## src/rtl/vram_console_pkg.sv

```systemverilog
// Shared types and constants for the VRAM text console.
package vram_console_pkg;

  typedef enum logic [1:0] {
    ST_INIT  = 2'd0,
    ST_IDLE  = 2'd1,
    ST_WRITE = 2'd2,
    ST_CLEAR = 2'd3
  } state_t;

  typedef enum logic [2:0] {
    CUR_NONE = 3'd0,
    CUR_STEP = 3'd1,
    CUR_CR   = 3'd2,
    CUR_LF   = 3'd3,
    CUR_BS   = 3'd4,
    CUR_HOME = 3'd5
  } cur_op_t;

  localparam int COLS_DEF   = 60;
  localparam int ROWS_DEF   = 17;
  localparam int VRAM_DEPTH = 1024;
  localparam int VRAM_AW    = 10;

  localparam logic [7:0] CH_CR    = 8'h0D;
  localparam logic [7:0] CH_LF    = 8'h0A;
  localparam logic [7:0] CH_BS    = 8'h08;
  localparam logic [7:0] CH_FF    = 8'h0C;
  localparam logic [7:0] CH_SPACE = 8'h20;

  function automatic logic is_printable(input logic [7:0] c);
    return ((c >= 8'h20) && (c <= 8'h7E)) || (c >= 8'h80);
  endfunction

endpackage

```

## src/rtl/vram_cursor.sv

```systemverilog
// Text cursor: column/row registers with wrap rules and linear VRAM address.
module vram_cursor
  import vram_console_pkg::*;
#(
  parameter int COLS = COLS_DEF,
  parameter int ROWS = ROWS_DEF
) (
  input  logic                 MEMORY_CLK,
  input  logic                 rst_n,
  input  logic [2:0]           op,
  output logic [VRAM_AW-1:0]   addr
);

  localparam int CW = (COLS > 1) ? $clog2(COLS) : 1;
  localparam int RW = (ROWS > 1) ? $clog2(ROWS) : 1;
  localparam logic [CW-1:0] COL_LAST = CW'(COLS - 1);
  localparam logic [RW-1:0] ROW_LAST = RW'(ROWS - 1);

  logic [CW-1:0] col;
  logic [RW-1:0] row;
  logic [RW-1:0] row_adv;
  cur_op_t       op_e;

  assign op_e    = cur_op_t'(op);
  // No scrolling: the bottom row wraps back to the top.
  assign row_adv = (row == ROW_LAST) ? '0 : row + 1'b1;
  assign addr    = VRAM_AW'(row) * VRAM_AW'(COLS) + VRAM_AW'(col);

  always_ff @(posedge MEMORY_CLK or negedge rst_n) begin
    if (!rst_n) begin
      col <= '0;
      row <= '0;
    end else begin
      case (op_e)
        CUR_STEP: begin
          if (col == COL_LAST) begin
            col <= '0;
            row <= row_adv;
          end else begin
            col <= col + 1'b1;
          end
        end
        CUR_CR:   col <= '0;
        CUR_LF:   row <= row_adv;
        CUR_BS:   if (col != '0) col <= col - 1'b1;
        CUR_HOME: begin
          col <= '0;
          row <= '0;
        end
        default: ;
      endcase
    end
  end

endmodule

```

## src/rtl/vram_console.sv

```systemverilog
// Character-stream to VRAM text console with boot fill and form-feed clear.
// VRAM_CONSOLE_BOOTFILL_EN: boot fill writes address[6:0] instead of spaces.
//
// state    | meaning
// ST_INIT  | boot fill of all VRAM addresses, then home cursor
// ST_IDLE  | waiting for a character (in_ready high)
// ST_WRITE | one-cycle slot presenting the accepted character's write
// ST_CLEAR | form-feed fill with spaces, then home cursor
module vram_console
  import vram_console_pkg::*;
#(
  parameter int COLS = COLS_DEF,
  parameter int ROWS = ROWS_DEF
) (
  input  logic         MEMORY_CLK,
  input  logic         rst_n,
  input  logic         in_valid,
  input  logic [7:0]   in_data,
  output logic         in_ready,
  output logic [9:0]   v_ada,
  output logic [7:0]   v_din,
  output logic         v_cea,
  output logic         busy
);

  state_t              state;
  logic                ff_pend;
  cur_op_t             cur_op;
  logic [VRAM_AW-1:0]  cur_addr;
  logic [VRAM_AW-1:0]  fill_next;
  logic                fill_last;
  logic [7:0]          init_data;

  vram_cursor #(.COLS(COLS), .ROWS(ROWS)) u_cursor (
    .MEMORY_CLK (MEMORY_CLK),
    .rst_n      (rst_n),
    .op         (cur_op),
    .addr       (cur_addr)
  );

  // The fill address lives in v_ada itself; v_cea low means nothing written yet.
  assign fill_next = v_cea ? v_ada + 1'b1 : '0;
  assign fill_last = v_cea && (v_ada == VRAM_AW'(VRAM_DEPTH - 1));

`ifdef VRAM_CONSOLE_BOOTFILL_EN
  assign init_data = {1'b0, fill_next[6:0]};
`else
  assign init_data = CH_SPACE;
`endif

  assign in_ready = (state == ST_IDLE);
  assign busy     = (state != ST_IDLE);

  always_comb begin
    cur_op = CUR_NONE;
    if (state == ST_IDLE && in_valid) begin
      if (is_printable(in_data)) begin
        cur_op = CUR_STEP;
      end else begin
        case (in_data)
          CH_CR:   cur_op = CUR_CR;
          CH_LF:   cur_op = CUR_LF;
          CH_BS:   cur_op = CUR_BS;
          default: cur_op = CUR_NONE;
        endcase
      end
    end else if ((state == ST_INIT || state == ST_CLEAR) && fill_last) begin
      cur_op = CUR_HOME;
    end
  end

  always_ff @(posedge MEMORY_CLK or negedge rst_n) begin
    if (!rst_n) begin
      state   <= ST_INIT;
      v_ada   <= '0;
      v_din   <= CH_SPACE;
      v_cea   <= 1'b0;
      ff_pend <= 1'b0;
    end else begin
      case (state)
        ST_INIT, ST_CLEAR: begin
          if (fill_last) begin
            state <= ST_IDLE;
            v_cea <= 1'b0;
          end else begin
            v_cea <= 1'b1;
            v_ada <= fill_next;
            v_din <= (state == ST_INIT) ? init_data : CH_SPACE;
          end
        end
        ST_IDLE: begin
          if (in_valid) begin
            state   <= ST_WRITE;
            ff_pend <= (in_data == CH_FF);
            v_cea   <= is_printable(in_data);
            v_ada   <= cur_addr;
            v_din   <= in_data;
          end
        end
        ST_WRITE: begin
          if (ff_pend) begin
            // Address 0 goes out on the way into CLEAR so the clear costs exactly 1024 cycles.
            state   <= ST_CLEAR;
            ff_pend <= 1'b0;
            v_cea   <= 1'b1;
            v_ada   <= '0;
            v_din   <= CH_SPACE;
          end else begin
            state <= ST_IDLE;
            v_cea <= 1'b0;
          end
        end
        default: begin
          state <= ST_INIT;
          v_cea <= 1'b0;
        end
      endcase
    end
  end

endmodule

```

## config.mk

```make
export PLATFORM = sky130hd
export DESIGN_NAME = vram_console
export DESIGN_NICKNAME = d
export VERILOG_FILES = /design/src/rtl/vram_console_pkg.sv /design/src/rtl/vram_cursor.sv /design/src/rtl/vram_console.sv
export SDC_FILE = /design/constraint.sdc
export NUM_CORES = 1
export LEC_CHECK = 0
export CAP_MARGIN = 15
export CORE_MARGIN = 2
export CORE_UTILIZATION = 35
export CTS_CLUSTER_DIAMETER = 200
export DETAILED_ROUTE_END_ITERATION = 6
export PLACE_DENSITY = 0.56
export SLEW_MARGIN = 10
export SYNTH_ARGS = -nofsm -noshare
export SYNTH_HDL_FRONTEND = slang
export SYNTH_HIERARCHICAL = 1
export SYNTH_SLANG_ARGS = --single-unit
```

## constraint.sdc

```tcl
create_clock -name MEMORY_CLK -period 5 [get_ports MEMORY_CLK]
set_input_delay 1.5 -clock MEMORY_CLK [delete_from_list [all_inputs] [get_ports MEMORY_CLK]]
set_output_delay 1.5 -clock MEMORY_CLK [all_outputs]
set_load 0.02 [all_outputs]
```

==> impl_results.md, run 1 <==
* Row Count at 33
* Top post-synthesis cells by area: dfrtp_1 27%, ha_1 11%, fa_1 5.4%, o21ai_0 4.4%, nand2_1 3.6%
* Cell taking the most area after synthesis: dfrtp_1
* Clk slew on worst S/H paths at 0.08 ns
* Critical path arrival at about 4.5 ns
* Initial antenna violation count at 0
* Final-report setup violation count at 0
* Register area at ~830 sq um
* Cts hold-fix bufs at 0
* Commonest non-fill, non-tap cell in the layout: dfrtp_1
* PostCTS Resize Cnt at 0
* WHS Path Cells at 2
* Gate Count Post-Synth at 332
* #FFs+latches synth at 33
* Pwr Density at approximately 450 nW/um^2
* Die area at 9200 sq um
* Initial core utilization at 36.0%
* Worst setup SP type: flip-flop
* WL per Instance at between 15 and 20 um
* I/O pin count at 32
* Synth top area share at between 20% and 30%
* Filler cells at 817
* Root Driver: clkbuf_8
* Vias in the first global route at about 2400
* Final hold vios at 0
* Total GRT Usage at 16.3%
* Max cap viols at 0
* Multi-input gate area at 1890 sq um
* Synthesized cell area at between 2000 and 3000 sq um
* # diodes at 0
* Max Clock Skew at 0.00769 ns
* WP data required at 5.15 ns
* Register area share after synthesis at 28.0%
* Die W at 95.9 um
* Period utilization at 87.2%
* Dpl hpwl at 5.30 mm
* Clock sink count at 33
* Reg-to-reg endpoint: v_ada[9]$_DFFE_PN0P_
* Core ar. at 8220 sq um
* Iteration-0 DRC Markers at 127
* Worst-Skew Late Latency at ~0.29 ns
* Leak Pwr at roughly 1.5 nW
* Async SR Flop Fraction at 100%
* Most frequent cells in the layout: 32 x dfrtp_1, 31 x clkdlybuf4s50_1, 28 x nand2_1, 27 x inv_1, 26 x o21ai_0
* Antenna viol nets, final at 0
* Fin nets at 402
* Drt drc at 0
* Reg2Reg Setup Slack at 0.64 ns
* Routability cong. at about 0.8
* Synth Warn # at 6
* CTS buffer count at 5
* Crit. End Element: flip-flop
* Largest net degree at the start of global routing at 34
* Status: complete, no violations
* TritonRoute pass-1 iters at 5
* Worst R2R Path Depth at 13
* Slew Limit Fails at 0
* H-tree Lvls at 2
* Share of layout cells above drive strength 1 at 9.19%
* Setup Buffers After CTS at 0
* Crit-path max FO at 8
* Vias at 2509
* Clock Path Buffers at 2
* Via-to-Cell Ratio at 5.41
* Hold path startpoint: v_din[5]$_DFFE_PN1P_
* Net Count, Synth at about 380
* First-pass GRT wire length at around 12 mm
* Chip height at 95.9 um
* Final Util at roughly two fifths
* Grt ovf at 0
* Fin crit period at roughly 4.4 ns
* Max frequency at around 230 MHz
* Worst Hold End: v_din[5]$_DFFE_PN1P_
* EDFF count, synth at 0
* Drt total wl at between 7 and 8 mm
* Mapped Avg Cell Area at between 8 and 9 sq um
* Worst min-delay path category: reg -> reg
* Final Worst Setup Slack at about 0.64 ns
* FF-to-FF Start: u_cursor/row[2]$_DFFE_PN0P_
* Area growth syn-to-layout at 15.3%
* Max VDD drop at between 0.1 and 0.15 mV
* Slew HR at approximately 54%
* Slew @ Worst Pin at slightly below 0.7 ns
* IO buf count at 31
* CTS tree: yes
* Final TNS setup at 0 ns
* WS Path Type: reg -> reg
* Dpl ws at 0.650 ns
* RSZ-0062 raised after global routing: no
* Netlist cell types at about 70
* Primary FF master, synth: dfrtp_1
worst max-delay path, stage by stage, from the launching register on:
cell and delay [ns]:
dfrtp_1 0.55, fa_1 0.52, fa_1 0.53, inv_1 0.06
fa_1 0.48, inv_1 0.04, ha_1 0.29, o21ai_0 0.08
nor2_1 0.12, o21ai_0 0.13, nor4b_1 0.41, xnor3_1 0.44
a2111oi_0 0.42, a211oi_1 0.13
per-layer routing:
metal,share of wire [%],track usage (%),vias to the layer above,wire length [um]
met5,0,0,-,0
met4,0.68,4.05,0,48
met3,3.2,2.90,2,225
met2,49,26.5,48,3500
met1,47,22.3,1210,3300
li1,-,-,1249,-
stage by stage:
| step | instances | area [sq um] | hold WS (ns) | total power, mW |
|---|---|---|---|---|
| floorplan | 332 | 2960 | 0.485 | 1.03 |
| global placement | 456 | 3290 | 0.479 | 1.27 |
| detailed placement | 456 | 3290 | 0.483 | 1.27 |
| CTS | 464 | 3410 | 0.494 | 1.54 |
| global route | 464 | 3410 | 0.542 | 1.65 |
| finish | 464 | 3410 | 0.497 | 1.53 |
cell families (layout without fill, tap and decap cells):
kind of cell,after synthesis,count (layout),synth area share [%]
AOI/OAI and AO/OA,113,113,25.8
xor gates and xnor gates,9,9,3.13
adders and majority gates,33,33,16.0
buffers and inverters,43,70,8.00
DFF,33,33,28.0
muxes,4,4,1.44
and+or+nand+nor,97,97,17.7
final cells by class:
type / count / share of cell area, %
clock buffer: 7 / 2.53
clock inverter: 1 / 0.881
inverter: 27 / 2.97
multi-input combinational: 256 / 55.5
sequential: 33 / 24.3
tap: 105 / 3.85
timing repair buffer: 35 / 9.98
state kept, by name (all words and copies together), names as in the netlist:
register and cells:
state 2, u_cursor/row 5, u_cursor/col 6, v_din 8
ff_pend 1, v_ada 10, v_cea 1
power by group:
part	internal, mW	switching, mW
sequential	0.356	0.111
clock	0.163	0.101
combinational	0.333	0.466
worst max-delay path by stage:
stage	from	to	slack, ns	cells past startpoint
floorplan	u_cursor/row[2]$_DFFE_PN0P_	v_ada[9]$_DFFE_PN0P_	0.98	13
global placement	u_cursor/row[2]$_DFFE_PN0P_	v_ada[9]$_DFFE_PN0P_	0.81	13
detailed placement	u_cursor/row[2]$_DFFE_PN0P_	v_ada[9]$_DFFE_PN0P_	0.65	13
CTS	u_cursor/row[2]$_DFFE_PN0P_	v_ada[9]$_DFFE_PN0P_	0.61	13
global route	u_cursor/row[2]$_DFFE_PN0P_	v_ada[9]$_DFFE_PN0P_	0.40	13
finish	u_cursor/row[2]$_DFFE_PN0P_	v_ada[9]$_DFFE_PN0P_	0.64	13
cells in the mapped netlist, types with 4 or more instances:
master	number
nor2_1	19
o22ai_1	4
fa_1	8
o21ai_2	4
dfrtp_1	32
nand4_1	5
a21oi_1	16
nand3_1	9
inv_1	27
buf_2	4
o31ai_1	8
nor3_1	7
buf_6	4
ha_1	25
a211oi_1	5
nand2_1	28
a21o_1	4
xnor2_1	6
o21ai_0	26
o21ai_1	16
Note: power is estimated with default switching activity, not from simulation.
==> inputs of run 2 (changes only) <==
--- a/config.mk
+++ b/config.mk
@@ -5,13 +5,11 @@
 export SDC_FILE = /design/constraint.sdc
 export NUM_CORES = 1
 export LEC_CHECK = 0
-export CAP_MARGIN = 15
 export CORE_MARGIN = 2
 export CORE_UTILIZATION = 35
 export CTS_CLUSTER_DIAMETER = 200
 export DETAILED_ROUTE_END_ITERATION = 6
 export PLACE_DENSITY = 0.56
-export SLEW_MARGIN = 10
 export SYNTH_ARGS = -nofsm -noshare
 export SYNTH_HDL_FRONTEND = slang
 export SYNTH_HIERARCHICAL = 1
==> results of run 2 <==
Same layout as run 1: the final DEF is identical, and so are final timing and power.
==> inputs of run 3 (changes only) <==
--- a/config.mk
+++ b/config.mk
@@ -5,7 +5,6 @@
 export SDC_FILE = /design/constraint.sdc
 export NUM_CORES = 1
 export LEC_CHECK = 0
-export CORE_MARGIN = 2
 export CORE_UTILIZATION = 35
 export CTS_CLUSTER_DIAMETER = 200
 export DETAILED_ROUTE_END_ITERATION = 6
==> run 3 against run 2 <==
Compared with the run above: the flow now finishes with violations (DRC); sequential share of layout area is 0.22 points higher; utilization is 0.16 points lower; count of clock-buffer cells in the layout is 2 lower; first-iteration DRC count is 9.4% lower; critical path depth stayed put; register-to-register slack better by 0.04 ns; global-route usage is 0.58 points higher; clock power is 22% lower; via count hardly changed; routed wire length is 3.3% lower; critical endpoint unchanged; largest cell class unchanged.
==> impl_results.md, run 3 (synthesis results as in run 1) <==
* Slowest CP cell: dfrtp_1
* Reg2Reg Setup Slack at roughly 0.68 ns
* Routing usage on met1 at 22.1%
* Max Clock Skew at ~0.012 ns
* Hold path startpoint: v_din[7]$_DFFE_PN0P_
* Max frequency at 232 MHz
* Clk slew on worst S/H paths at ~0.080 ns
* Fin nets at approximately 400
* Status: finished, violations left
* Leak Pwr at 1.45 nW
* Filler cells at about 820
* Critical path arrival at 4.47 ns
* Max cap viols at 0
* Global route hottest layer: met2
* Via-to-Cell Ratio at 5.41
* Crit. End Element: flip-flop
* TritonRoute pass-1 iters at 6
* Setup Buffers After CTS at 0
* IO buf count at 31
* Worst R2R Path Depth at 13
* Commonest non-fill, non-tap cell in the layout: dfrtp_1
* WHS Path Cells at 2
* Biggest regs: v_ada x10, v_din x8, u_cursor/col x6
* Largest register by flop count: v_ada
* Worst Hold End: v_din[7]$_DFFE_PN0P_
* Share of layout cells above drive strength 1 at a little under a tenth
* WL per Instance at roughly 15 um
* Post-route design area at between 3000 and 4000 sq um
* Final TNS setup at 0 ns
* Fin crit period at 4.32 ns
* Total power at 1.46 mW
* Slowest cell delay on critical path at about 0.54 ns
* Cts hold-fix bufs at 0
* Vias at about 2500
* I/O pin count at 32
* Initial core utilization at 36.2%
* Drt drc at 1
* First-pass GRT wire length at about 12 mm
* Chip height at between 90 and 100 um
* Reg-to-reg endpoint: v_ada[9]$_DFFE_PN0P_
* WP data required at a little over 5 ns
* Drt total wl at 6.85 mm
* Slew @ Worst Pin at 0.694 ns
* Pwr Density at roughly 430 nW/um^2
* Vias in the first global route at 2513
* Worst setup SP type: flip-flop
* Period utilization at 86.3%
* Largest net degree at the start of global routing at 34
* Max VDD drop at approximately 0.15 mV
* Max reg flops at 10
* CTS buffer count at 5
* Die W at 93.9 um
* Row Count at 33
* Worst min-delay path category: reg -> reg
* M2 GR Usage at about 28%
* FF-to-FF Start: u_cursor/row[2]$_DFFE_PN0P_
* Iteration-0 DRC Markers at 115
* CTS tree: yes
* PostCTS Resize Cnt at 0
* Total GRT Usage at between 10% and 20%
* WS Path Type: reg -> reg
* Most frequent cells in the layout: 32 x dfrtp_1, 31 x clkdlybuf4s50_1, 28 x nand2_1, 27 x inv_1, 26 x o21ai_0
* Multi-input gate area at 1890 sq um
* Slew Limit Fails at 0
* Register area at just over 800 sq um
* Critical Path Most Common Cell: fa_1
* CP Cell Sequence: fa_1 > fa_1 > inv_1 > fa_1 > inv_1 > ha_1 > o21ai_0 > nor2_1 > o21ai_0 > nor4b_1 > xnor3_1 > a2111oi_0 > a211oi_1
* Antenna viol nets, final at 0
* Final-report setup violation count at 0
* Final hold vios at 0
* Met3 usage at roughly 3.5%
* Area growth syn-to-layout at 14.3%
* # diodes at 0
* Routability cong. at between 0.7 and 0.8
* Dpl hpwl at between 5 and 6 mm
* Area post-placement at ~3300 sq um
* Slew HR at a little over half
* Root Driver: clkbuf_8
* RSZ-0062 raised after global routing: no
* Die area at between 8000 and 9000 sq um
* Worst-Skew Late Latency at 0.29 ns
* Clock Path Buffers at 2
* Core ar. at 8180 sq um
* Failing checks: DRC
* Initial antenna violation count at 0
* Clock sink count at 33
* H-tree Lvls at 2
* Crit-path max FO at 8
* Grt ovf at 0
-- run 3: cell count changes in the layout (fill, tap and decap cells not counted) --
cell	change
bufinv_16	-1
clkbuf_1	-1
clkbuf_8	-1
clkinv_2	+2
clkinvlp_4	+1
-- run 3: layer usage --
layer,part of all wire [%],routed length [um]
met5,0,0
met4,0.34,23
met2,49,3350
met3,3.8,257
met1,47,3220
-- run 3: layout make-up --
cell class,instances,area share [%]
Clock inverter,3,0.518
Clock buffer,5,2.04
Sequential cell,33,24.5
Inverter,27,3.00
Timing Repair Buffer,35,10.1
Multi-Input combinational cell,256,56.0
Tap cell,105,3.89
-- run 3: worst max path at each step --
stage	from	endpoint	slack (ns)	cells past startpoint
3_3_place_gp	u_cursor/row[2]$_DFFE_PN0P_	v_ada[9]$_DFFE_PN0P_	0.80	13
3_5_place_dp	u_cursor/row[2]$_DFFE_PN0P_	v_ada[9]$_DFFE_PN0P_	0.62	13
6_report	u_cursor/row[2]$_DFFE_PN0P_	v_ada[9]$_DFFE_PN0P_	0.68	13
4_1_cts	u_cursor/row[2]$_DFFE_PN0P_	v_ada[9]$_DFFE_PN0P_	0.63	13
2_1_floorplan	u_cursor/row[2]$_DFFE_PN0P_	v_ada[9]$_DFFE_PN0P_	0.98	13
5_1_grt	u_cursor/row[2]$_DFFE_PN0P_	v_ada[9]$_DFFE_PN0P_	0.40	13
-- run 3: worst max-delay path: cells and delay by family, from the launching register on --
family	cells	cell delay, ns
DFF	1	0.54
buffers and inverters	2	0.10
xor gates and xnor gates	1	0.44
and+or+nand+nor	2	0.55
AOI/OAI and AO/OA	4	0.77
adders and majority gates	4	1.80
-- run 3: per-stage QoR --
step	std cells	worst slack (ns)	hold WS (ns)	util, %
floorplan	332	0.981	0.485	-
finish	464	0.685	0.499	41.3
global route	464	0.401	0.523	41.3
CTS	464	0.635	0.502	41.3
global placement	456	0.798	0.477	40.3
detailed placement	456	0.621	0.489	40.3
-- run 3: power breakdown --
part           internal (mW)  switching [mW]
Combinational          0.331           0.461
Sequential             0.356           0.110
Clock                 0.0962           0.111
Total                  0.783           0.681
